==> config.mk <==
export PLATFORM = sky130hd
export DESIGN_NAME = stage_sum_acc_flat
export DESIGN_NICKNAME = d
export VERILOG_FILES = /design/src/rtl/cascade_pkg.sv /design/src/rtl/dti.sv /design/src/rtl/sat_add.sv /design/src/rtl/stage_sum_acc.sv /design/src/flat_wrapper.sv
export SDC_FILE = /design/constraint.sdc
export NUM_CORES = 1
export LEC_CHECK = 0
export BUFFER_PORTS_ARGS = -buffer_cell sky130_fd_sc_hd__clkbuf_2
export CAP_MARGIN = 15
export CORE_ASPECT_RATIO = 1.75
export CORE_MARGIN = 4
export CORE_UTILIZATION = 55
export CTS_BUF_LIST = sky130_fd_sc_hd__clkbuf_2 sky130_fd_sc_hd__clkbuf_4 sky130_fd_sc_hd__clkbuf_8
export DETAILED_ROUTE_END_ITERATION = 12
export PLACE_DENSITY_LB_ADDON = 0.12
export SYNTH_ARGS = -nofsm -noshare
export SYNTH_HDL_FRONTEND = slang
export SYNTH_SLANG_ARGS = --single-unit
==> constraint.sdc <==
create_clock -name clk -period 3.2 [get_ports clk]
set_input_delay 0.16 -clock clk [delete_from_list [all_inputs] [get_ports clk]]
set_output_delay 0.16 -clock clk [all_outputs]
set_load 0.02 [all_outputs]
==> src/rtl/cascade_pkg.sv <==
// rtl/cascade_pkg.sv - shared state encoding and sat-add width constants for the cascade stage logic
package cascade_pkg;

  typedef enum logic [1:0] {
    ST_ACCUM = 2'd0,
    ST_CMP   = 2'd1,
    ST_OUT   = 2'd2
  } state_e;

  // One guard bit is enough to detect overflow of a signed add with W_A >= W_B.
  localparam int SAT_GUARD  = 1;
  localparam int W_LEAF_DEF = 16;
  localparam int W_ACC_DEF  = 20;

endpackage

==> src/rtl/dti.sv <==
// rtl/dti.sv - valid/ready/data stream interface with producer and consumer views
interface dti #(parameter int W = 1) ();

  logic         valid;
  logic         ready;
  logic [W-1:0] data;

  modport producer (output valid, output data, input ready);
  modport consumer (input valid, input data, output ready);

endinterface

==> src/rtl/sat_add.sv <==
// rtl/sat_add.sv - combinational signed adder that clamps to the W_A signed range instead of wrapping
module sat_add
  import cascade_pkg::*;
#(
  parameter int W_A = W_ACC_DEF,
  parameter int W_B = W_LEAF_DEF
) (
  input  logic signed [W_A-1:0] a_i,
  input  logic signed [W_B-1:0] b_i,
  output logic signed [W_A-1:0] sum_o
);

  localparam int WS = W_A + SAT_GUARD;

  logic signed [WS-1:0] a_ext;
  logic signed [WS-1:0] b_ext;
  logic signed [WS-1:0] full;

  assign a_ext = {{(WS-W_A){a_i[W_A-1]}}, a_i};
  assign b_ext = {{(WS-W_B){b_i[W_B-1]}}, b_i};
  assign full  = a_ext + b_ext;

  // Top two bits disagree only when the true sum left the W_A range.
  always_comb begin
    sum_o = full[W_A-1:0];
    if (full[WS-1] != full[WS-2]) begin
      sum_o = full[WS-1] ? {1'b1, {(W_A-1){1'b0}}} : {1'b0, {(W_A-1){1'b1}}};
    end
  end

endmodule

==> src/rtl/stage_sum_acc.sv <==
// rtl/stage_sum_acc.sv - per-stage leaf accumulator with threshold compare and {final, pass} result
module stage_sum_acc
  import cascade_pkg::*;
#(
  parameter int W_LEAF   = W_LEAF_DEF,
  parameter int W_ACC    = W_ACC_DEF,
  parameter int N_STAGES = 25
) (
  input logic  clk,
  input logic  rst,
  dti.consumer leaf0_if,
  dti.consumer leaf1_if,
  dti.consumer feat_if,
  dti.consumer thr_if,
  dti.producer res_if
);

  localparam int CW = (N_STAGES > 1) ? $clog2(N_STAGES) : 1;
  localparam logic [CW-1:0] LAST_STAGE = CW'(N_STAGES - 1);

  state_e                  state_q;
  logic signed [W_ACC-1:0] acc_q;
  logic [CW-1:0]           cnt_q;
  logic                    pass_q;
  logic                    final_q;

  logic signed [W_LEAF-1:0] leaf_val;
  logic signed [W_ACC-1:0]  acc_sum;
  logic signed [W_ACC-1:0]  thr_val;
  logic                     join_go;
  logic                     thr_go;
  logic                     res_go;
  logic                     cmp_pass;

  // Readies are gated by rst so nothing handshakes while reset is held.
  assign join_go = rst && (state_q == ST_ACCUM) &&
                   leaf0_if.valid && leaf1_if.valid && feat_if.valid;
  assign leaf0_if.ready = join_go;
  assign leaf1_if.ready = join_go;
  assign feat_if.ready  = join_go;

  assign thr_if.ready = rst && (state_q == ST_CMP);
  assign thr_go       = thr_if.ready && thr_if.valid;
  assign thr_val      = thr_if.data;
  assign cmp_pass     = (acc_q >= thr_val);

  assign res_if.valid = (state_q == ST_OUT);
  assign res_if.data  = {final_q, pass_q};
  assign res_go       = res_if.valid && res_if.ready;

  assign leaf_val = feat_if.data[0] ? leaf1_if.data : leaf0_if.data;

  sat_add #(.W_A(W_ACC), .W_B(W_LEAF)) u_sat_add (
    .a_i   (acc_q),
    .b_i   (leaf_val),
    .sum_o (acc_sum)
  );

  always_ff @(posedge clk or negedge rst) begin
    if (!rst) begin
      state_q <= ST_ACCUM;
      acc_q   <= '0;
      cnt_q   <= '0;
      pass_q  <= 1'b0;
      final_q <= 1'b0;
    end else begin
      case (state_q)
        ST_ACCUM: begin
          if (join_go) begin
            acc_q <= acc_sum;
            if (feat_if.data[1]) state_q <= ST_CMP;
          end
        end
        ST_CMP: begin
          if (thr_go) begin
            pass_q  <= cmp_pass;
            final_q <= !cmp_pass || (cnt_q == LAST_STAGE);
            state_q <= ST_OUT;
          end
        end
        ST_OUT: begin
          if (res_go) begin
            acc_q   <= '0;
            cnt_q   <= final_q ? '0 : cnt_q + 1'b1;
            state_q <= ST_ACCUM;
          end
        end
        default: state_q <= ST_ACCUM;
      endcase
    end
  end

endmodule

==> src/flat_wrapper.sv <==
// flat-port wrapper written by rule: the top's interface ports become plain ports
module stage_sum_acc_flat import cascade_pkg::*;
#(
  parameter int W_LEAF   = W_LEAF_DEF,
  parameter int W_ACC    = W_ACC_DEF,
  parameter int N_STAGES = 25
)
  (clk, rst, leaf0_if_valid, leaf0_if_data, leaf0_if_ready, leaf1_if_valid, leaf1_if_data, leaf1_if_ready, feat_if_valid, feat_if_data, feat_if_ready, thr_if_valid, thr_if_data, thr_if_ready, res_if_valid, res_if_data, res_if_ready);
  dti #(.W((16))) leaf0_if_i ();
  dti #(.W((16))) leaf1_if_i ();
  dti #(.W(2)) feat_if_i ();
  dti #(.W((20))) thr_if_i ();
  dti #(.W(2)) res_if_i ();
  input logic clk;
  input logic rst;
  input wire logic [$bits(leaf0_if_i.valid)-1:0] leaf0_if_valid;
  input wire logic [$bits(leaf0_if_i.data)-1:0] leaf0_if_data;
  output wire logic [$bits(leaf0_if_i.ready)-1:0] leaf0_if_ready;
  input wire logic [$bits(leaf1_if_i.valid)-1:0] leaf1_if_valid;
  input wire logic [$bits(leaf1_if_i.data)-1:0] leaf1_if_data;
  output wire logic [$bits(leaf1_if_i.ready)-1:0] leaf1_if_ready;
  input wire logic [$bits(feat_if_i.valid)-1:0] feat_if_valid;
  input wire logic [$bits(feat_if_i.data)-1:0] feat_if_data;
  output wire logic [$bits(feat_if_i.ready)-1:0] feat_if_ready;
  input wire logic [$bits(thr_if_i.valid)-1:0] thr_if_valid;
  input wire logic [$bits(thr_if_i.data)-1:0] thr_if_data;
  output wire logic [$bits(thr_if_i.ready)-1:0] thr_if_ready;
  output wire logic [$bits(res_if_i.valid)-1:0] res_if_valid;
  output wire logic [$bits(res_if_i.data)-1:0] res_if_data;
  input wire logic [$bits(res_if_i.ready)-1:0] res_if_ready;
  assign leaf0_if_i.valid = leaf0_if_valid;
  assign leaf0_if_i.data = leaf0_if_data;
  assign leaf0_if_ready = leaf0_if_i.ready;
  assign leaf1_if_i.valid = leaf1_if_valid;
  assign leaf1_if_i.data = leaf1_if_data;
  assign leaf1_if_ready = leaf1_if_i.ready;
  assign feat_if_i.valid = feat_if_valid;
  assign feat_if_i.data = feat_if_data;
  assign feat_if_ready = feat_if_i.ready;
  assign thr_if_i.valid = thr_if_valid;
  assign thr_if_i.data = thr_if_data;
  assign thr_if_ready = thr_if_i.ready;
  assign res_if_valid = res_if_i.valid;
  assign res_if_data = res_if_i.data;
  assign res_if_i.ready = res_if_ready;
  stage_sum_acc #(.W_LEAF(W_LEAF), .W_ACC(W_ACC), .N_STAGES(N_STAGES)) u_core (.clk(clk), .rst(rst), .leaf0_if(leaf0_if_i), .leaf1_if(leaf1_if_i), .feat_if(feat_if_i), .thr_if(thr_if_i), .res_if(res_if_i));
endmodule
# Yosys cells after proc, flatten, opt, wreduce, memory -nomap -nowiden
# Index checks and enable logic that the tools add are counted.
dict set report totals {
  reg_bits 29
  input_bits 61
  out_inout_bits 7
}
dict set report op_classes {
  n_addsub 2
  n_lt_le_gt_ge 1
  n_eq_ne 8
  n_mux 12
  reduce_logical 15
}
# cell count
set ops {}
lappend ops {{2-to-1 mux 20 bit} 4}
lappend ops {{one-hot mux 20 bit (2 select lines)} 1}
lappend ops {{adder 20 x 16 -> 21 bit} 1}
lappend ops {{>= comparator 20 bit} 1}
lappend ops {{2-to-1 mux 16 bit} 1}
lappend ops {{2-to-1 mux 2 bit} 4}
lappend ops {{logical AND 1 bit} 7}
lappend ops {{!= test 2 bit (second input constant)} 3}
lappend ops {{one-hot mux 2 bit (3 select lines)} 1}
lappend ops {{adder 5 x 1 -> 5 bit (second input constant)} 1}
lappend ops {{equality test 5 bit (second input constant)} 1}
lappend ops {{2-to-1 mux 5 bit} 1}
lappend ops {{AND reduction 2 bit} 2}
lappend ops {{AND reduction 4 bit} 1}
lappend ops {{AND reduction 3 bit} 1}
lappend ops {{equality test 2 x 1 -> 1 bit (second input constant)} 1}
lappend ops {{equality test 2 bit (second input constant)} 1}
lappend ops {{logical NOT 2 bit} 1}
lappend ops {{!= test 2 x 1 -> 1 bit (second input constant)} 1}
lappend ops {{nonzero test 2 bit} 1}
lappend ops {{logical NOT 1 bit} 1}
lappend ops {{logical OR 1 bit} 1}
lappend ops {{!= test 1 bit} 1}

# Depth between registers and ports, before layout
dict set report depth {
  ltp_word 7
  depth_mapped 14
  depth_no_buf 10
}

# Modules after synthesis
# Synthesis repeated with hierarchy kept, for this count alone.
dict set report unflattened {
  hier_cells 407
  hier_area_um2 3224.3
}
# mod instances cells_each area_each_um2 seq_area_each_um2
set modules_own_cells {}
lappend modules_own_cells {stage_sum_acc 1 235 2005.7 725.7}
lappend modules_own_cells {sat_add 1 172 1218.7 0.0}

# Worst setup path after synthesis
# Ideal clock, no wire load.
dict set report synth_timing {
  path_kind {input-to-reg}
  startpoint {input feat_if_data[0]}
  endpoint {register u_core.acc_q[3]}
  arrival_time_ps 3281
  required_time_ps 3068
  path_slack_ps -213
  stages 13
  path_cell_list {clkbuf_1 -> clkbuf_1 -> mux2_2 -> ha_1 -> a21o_1 -> a211oi_2 -> o32ai_1 -> a211o_1 -> or3_1 -> buf_6 -> buf_6 -> a21oi_2 -> o21ai_1}
}
dict set report synth_via {
  elab_chain_len 6
  word_cells_on_any_way 7
  cone_classes {add/sub: 1; eq/ne: 1; mux: 5}
}
# item line
set synth_rtl {}
lappend synth_rtl {{start, declared} flat_wrapper.sv:23} ;# input wire logic [$bits(feat_if_i.data)-1:0] feat_if_data;
lappend synth_rtl {{2-to-1 mux 16 bit *} stage_sum_acc.sv:51} ;# assign leaf_val = feat_if.data[0] ? leaf1_if.data : leaf0_if.data;
lappend synth_rtl {{adder 20 x 16 -> 21 bit *} sat_add.sv:21} ;# assign full = a_ext + b_ext;
lappend synth_rtl {{2-to-1 mux 20 bit or != test 1 bit (tied branches)} {sat_add.sv:27, sat_add.sv:26}}
lappend synth_rtl {{2-to-1 mux 20 bit *} sat_add.sv:26} ;# if (full[WS-1] != full[WS-2]) begin
lappend synth_rtl {{2-to-1 mux 20 bit *} stage_sum_acc.sv:69} ;# if (join_go) begin
lappend synth_rtl {{one-hot mux 20 bit (2 select lines) *} stage_sum_acc.sv:67} ;# case (state_q)
lappend synth_rtl {{end signal, assigned} stage_sum_acc.sv:70} ;# acc_q <= acc_sum;
lappend synth_rtl {{end, declared} stage_sum_acc.sv:22} ;# logic signed [W_ACC-1:0] acc_q;
# Mark *: on every way between the ends. The rest lies on a longest branch, timed or not. The select of a mux whose other input is x is not followed.
# A chain may end at the register's enable or synchronous reset.

# Worst setup path after layout
dict set report layout_timing {
  startpoint {input feat_if_data[0]}
  endpoint {register u_core.acc_q[4]}
}
# The elaborated chain is that of the path after synthesis.

==> flow_summary.yaml <==
sta:
  worstMarginPinSlew_ns: 0.432
  rsz0062_at_grt: "no"
  finalMaxSlewViolations: 0
  tns_ns: 0
  relSlewSlack_pct: 71.2
  finalCritPeriodShare_pct: 91.4
  worst_hold_slack_ns: 0.00578
  fin_skew_ns: 0.0135
  fin_ws_ns: 0.274
  fmax_mhz: 342
  min_period_ns: 2.93
  setup_viol: 0
  hold_viol_final: 0
final_layout:
  final_nets: 559
  syn_to_final_growth_pct: 20.4
  register_area_um2: 726
  fin_util_pct: 67.8
  drive_gt1_share_pct: 29.2
  n_fill_cell: 512
  instances_no_fill: 532
  multi_input_area_mm2: 0.00222
  diodes: 0
place:
  gp_congestion: 0.857
  dp_slack_ns: 0.0104
  placed_cells: 524
  port_buffers: 67
  dp_hpwl_um: 6840
power_and_ir_drop:
  power_frac_seq_pct: 20.1
  power.leakage_nw: 2.03
  combinationalPowerShare_pct: 69.9
  p_per_area_mw_per_mm2: 916
  pwr-share-clk_pct: 10.0
  peakVddDrop_v: 0.000536
  swShare_pct: 46.8
  internal_power_w: 0.00185
  p_switching_w: 0.00162
global_routing:
  grt-ovfl-total: 0
  grt_pass1_wl_um: 13700
  grt_use_total_pct: 24.8
  grt_max_degree: 33
  antenna_found_initial: 0
  grt_pass1_vias: 3082
yosys:
  yosys.cell_count.top_type: "ha_1"
  syn_avg_cell_area_um2: 8.39
  async_reset_ff_share_pct: 100
  synth_edf_count: 0
  synthesis.area_mm2: 0.00315
  ys.warnings.count: 0
  ys_types: 56
  seq_area_frac_synth_pct: 23.1
  synth_fp_nets: 479
  synth_top_area_share_pct: 23.1
  syn_inst: 375
  synth.area.top_cells: "dfrtp_1 (23%), ha_1 (17%), mux2_2 (5.7%)"
  synth_common_cells: "ha_1 (42), nand2_1 (39), dfrtp_1 (29)"
  synth_ff_type: "dfrtp_1"
  synth_top_area_cell: "dfrtp_1"
  ys_ff_latch: 29
critical_path:
  timing.rr.start: "u_core.acc_q[1]"
  reg2reg_depth: 9
  criticalPathCategory: "input port to flip-flop"
  reg2reg_to: "u_core.acc_q[4]"
  cp_data_required_time_ns: 3.37
  cp-end-kind: "flip-flop"
  ff2ff_setup_slack_ns: 0.30
  critPathArrivalTime_ns: 3.10
  critical_path.max_fanout: 16
  cp-start-kind: "input port"
die:
  io_pins: 68
  rows: 36
  core_area_mm2: 0.00559
  initial_core_util_pct: 56.3
  die_h_um: 108
  die_w_um: 65.2
  die_area_mm2: 0.00704
worst_hold_path:
  hold_class: "input port to asynchronous set/reset pin"
job:
  maxCapViolCount: 0
clock_network:
  cts_buffers: 5
  cts.sinks: 29
  clockRootBuffer: "clkbuf_8"
  cts.path.max_buffers: 2
  cts-htree-levels: 2
  ctsResizeCount: 0
  post-cts-setup-buffers: 0
  cts_tree: "built"
  clk_pin_slew_ns: 0.07
  hold_buffers: 0
  clkLatencyLatePin_ns: 0.29
route:
  vias: 3019
  via_per_inst: 5.67
  route.met2.wl_um: 4650
  drt-met1-wl_um: 3170
  drtAntennaViolNets: 0
  met3RoutedLength_um: 341
  topRoutingLayerUsed: "met4"
  drt_iter0_drc: 135
  wl_per_cell_um: 15.8
  first_pass_iters: 4
  drt_wl_total_um: 8390
  drc: 0
outcome:
  status: "finished clean"
-- layout by cell type, fill, tap and decap left out, drive strengths merged, types with 3 or more instances in the layout --
cell and instances:
clkbuf 74, ha 42, nand2 39, o21ai 37, a21oi 36, dfrtp 29, inv 28, a21o 22
buf 22, mux2 16, nor2 11, nor3 10, nand3 9, xnor2 7, nand4 6, xor2 6
or2 4, a31oi 4, o21a 4, a211oi 4, nand2b 3, or3 3, a22oi 3
-- sequential cells by signal (all words and copies together) (netlist names) --
name	cells
u_core.state_q	2
u_core.final_q	1
u_core.pass_q	1
u_core.acc_q	20
u_core.cnt_q	5
-- worst max-delay path by stage --
stage	cells past startpoint	slack [ns]	start	to
after global routing	12	0.05	feat_if_data[0]	u_core.acc_q[14]
after floorplan	13	0.05	feat_if_data[0]	u_core.acc_q[3]
after global placement	12	0.09	feat_if_data[0]	u_core.acc_q[14]
after CTS	12	0.30	feat_if_data[0]	u_core.acc_q[14]
final	12	0.27	feat_if_data[0]	u_core.acc_q[4]
after detailed placement	12	0.01	feat_if_data[0]	u_core.acc_q[4]
-- cell type report --
cell class / count / area share [%]
clock buffer: 7 / 2.54
clock inverter: 1 / 0.132
inverter: 28 / 2.77
multi-input combinational: 302 / 58.7
sequential: 29 / 19.2
tap: 76 / 2.51
timing repair buffer: 89 / 14.2
-- cells by family (layout without fill, tap and decap cells) --
logic type / count (synthesis) / in the layout / share of synthesized area [%]
multiplexers: 17 / 17 / 6.04
adder cells (fa/ha/maj): 43 / 43 / 17.3
XOR/XNOR: 13 / 13 / 3.62
buffers and inverters: 44 / 125 / 6.28
AO/OA/AOI/OAI: 130 / 130 / 28.1
flip-flops: 29 / 29 / 23.1
AND/OR/NAND/NOR: 99 / 99 / 15.6
-- stage by stage --
stage	total power [W]	area, um2
floorplan	0.00246	3150
global placement	0.00305	3690
detailed placement	0.00310	3690
CTS	0.00347	3790
global route	0.00377	3790
finish	0.00347	3790
-- power by group through the flow --
stage | clock network (W) | registers [W] | logic [W]
final | 0.000348 | 0.000698 | 0.00242
after global routing | 0.000369 | 0.000719 | 0.00268
after CTS | 0.000353 | 0.000697 | 0.00242
after detailed placement | 0 | 0.000705 | 0.00240
after global placement | 0 | 0.000701 | 0.00235
after floorplan | 0 | 0.000636 | 0.00183
-- critical path, stage by stage --
cell and delay [ns]:
clkbuf_2 0.20, buf_4 0.21, mux2_2 0.35, ha_1 0.29
a21o_1 0.19, a31oi_1 0.27, o32ai_1 0.17, a211o_1 0.32
or3_1 0.48, buf_12 0.20, o2bb2a_4 0.19, o21ai_1 0.05
-- routing by layer --
metal / vias to the layer above / global-route usage [%]
li1: 1529 / -
met1: 1398 / 26.0
met2: 76 / 48.2
met3: 16 / 3.01
met4: 0 / 10.1
met5: - / 0
No activity file was read; power rests on OpenSTA's default activity.
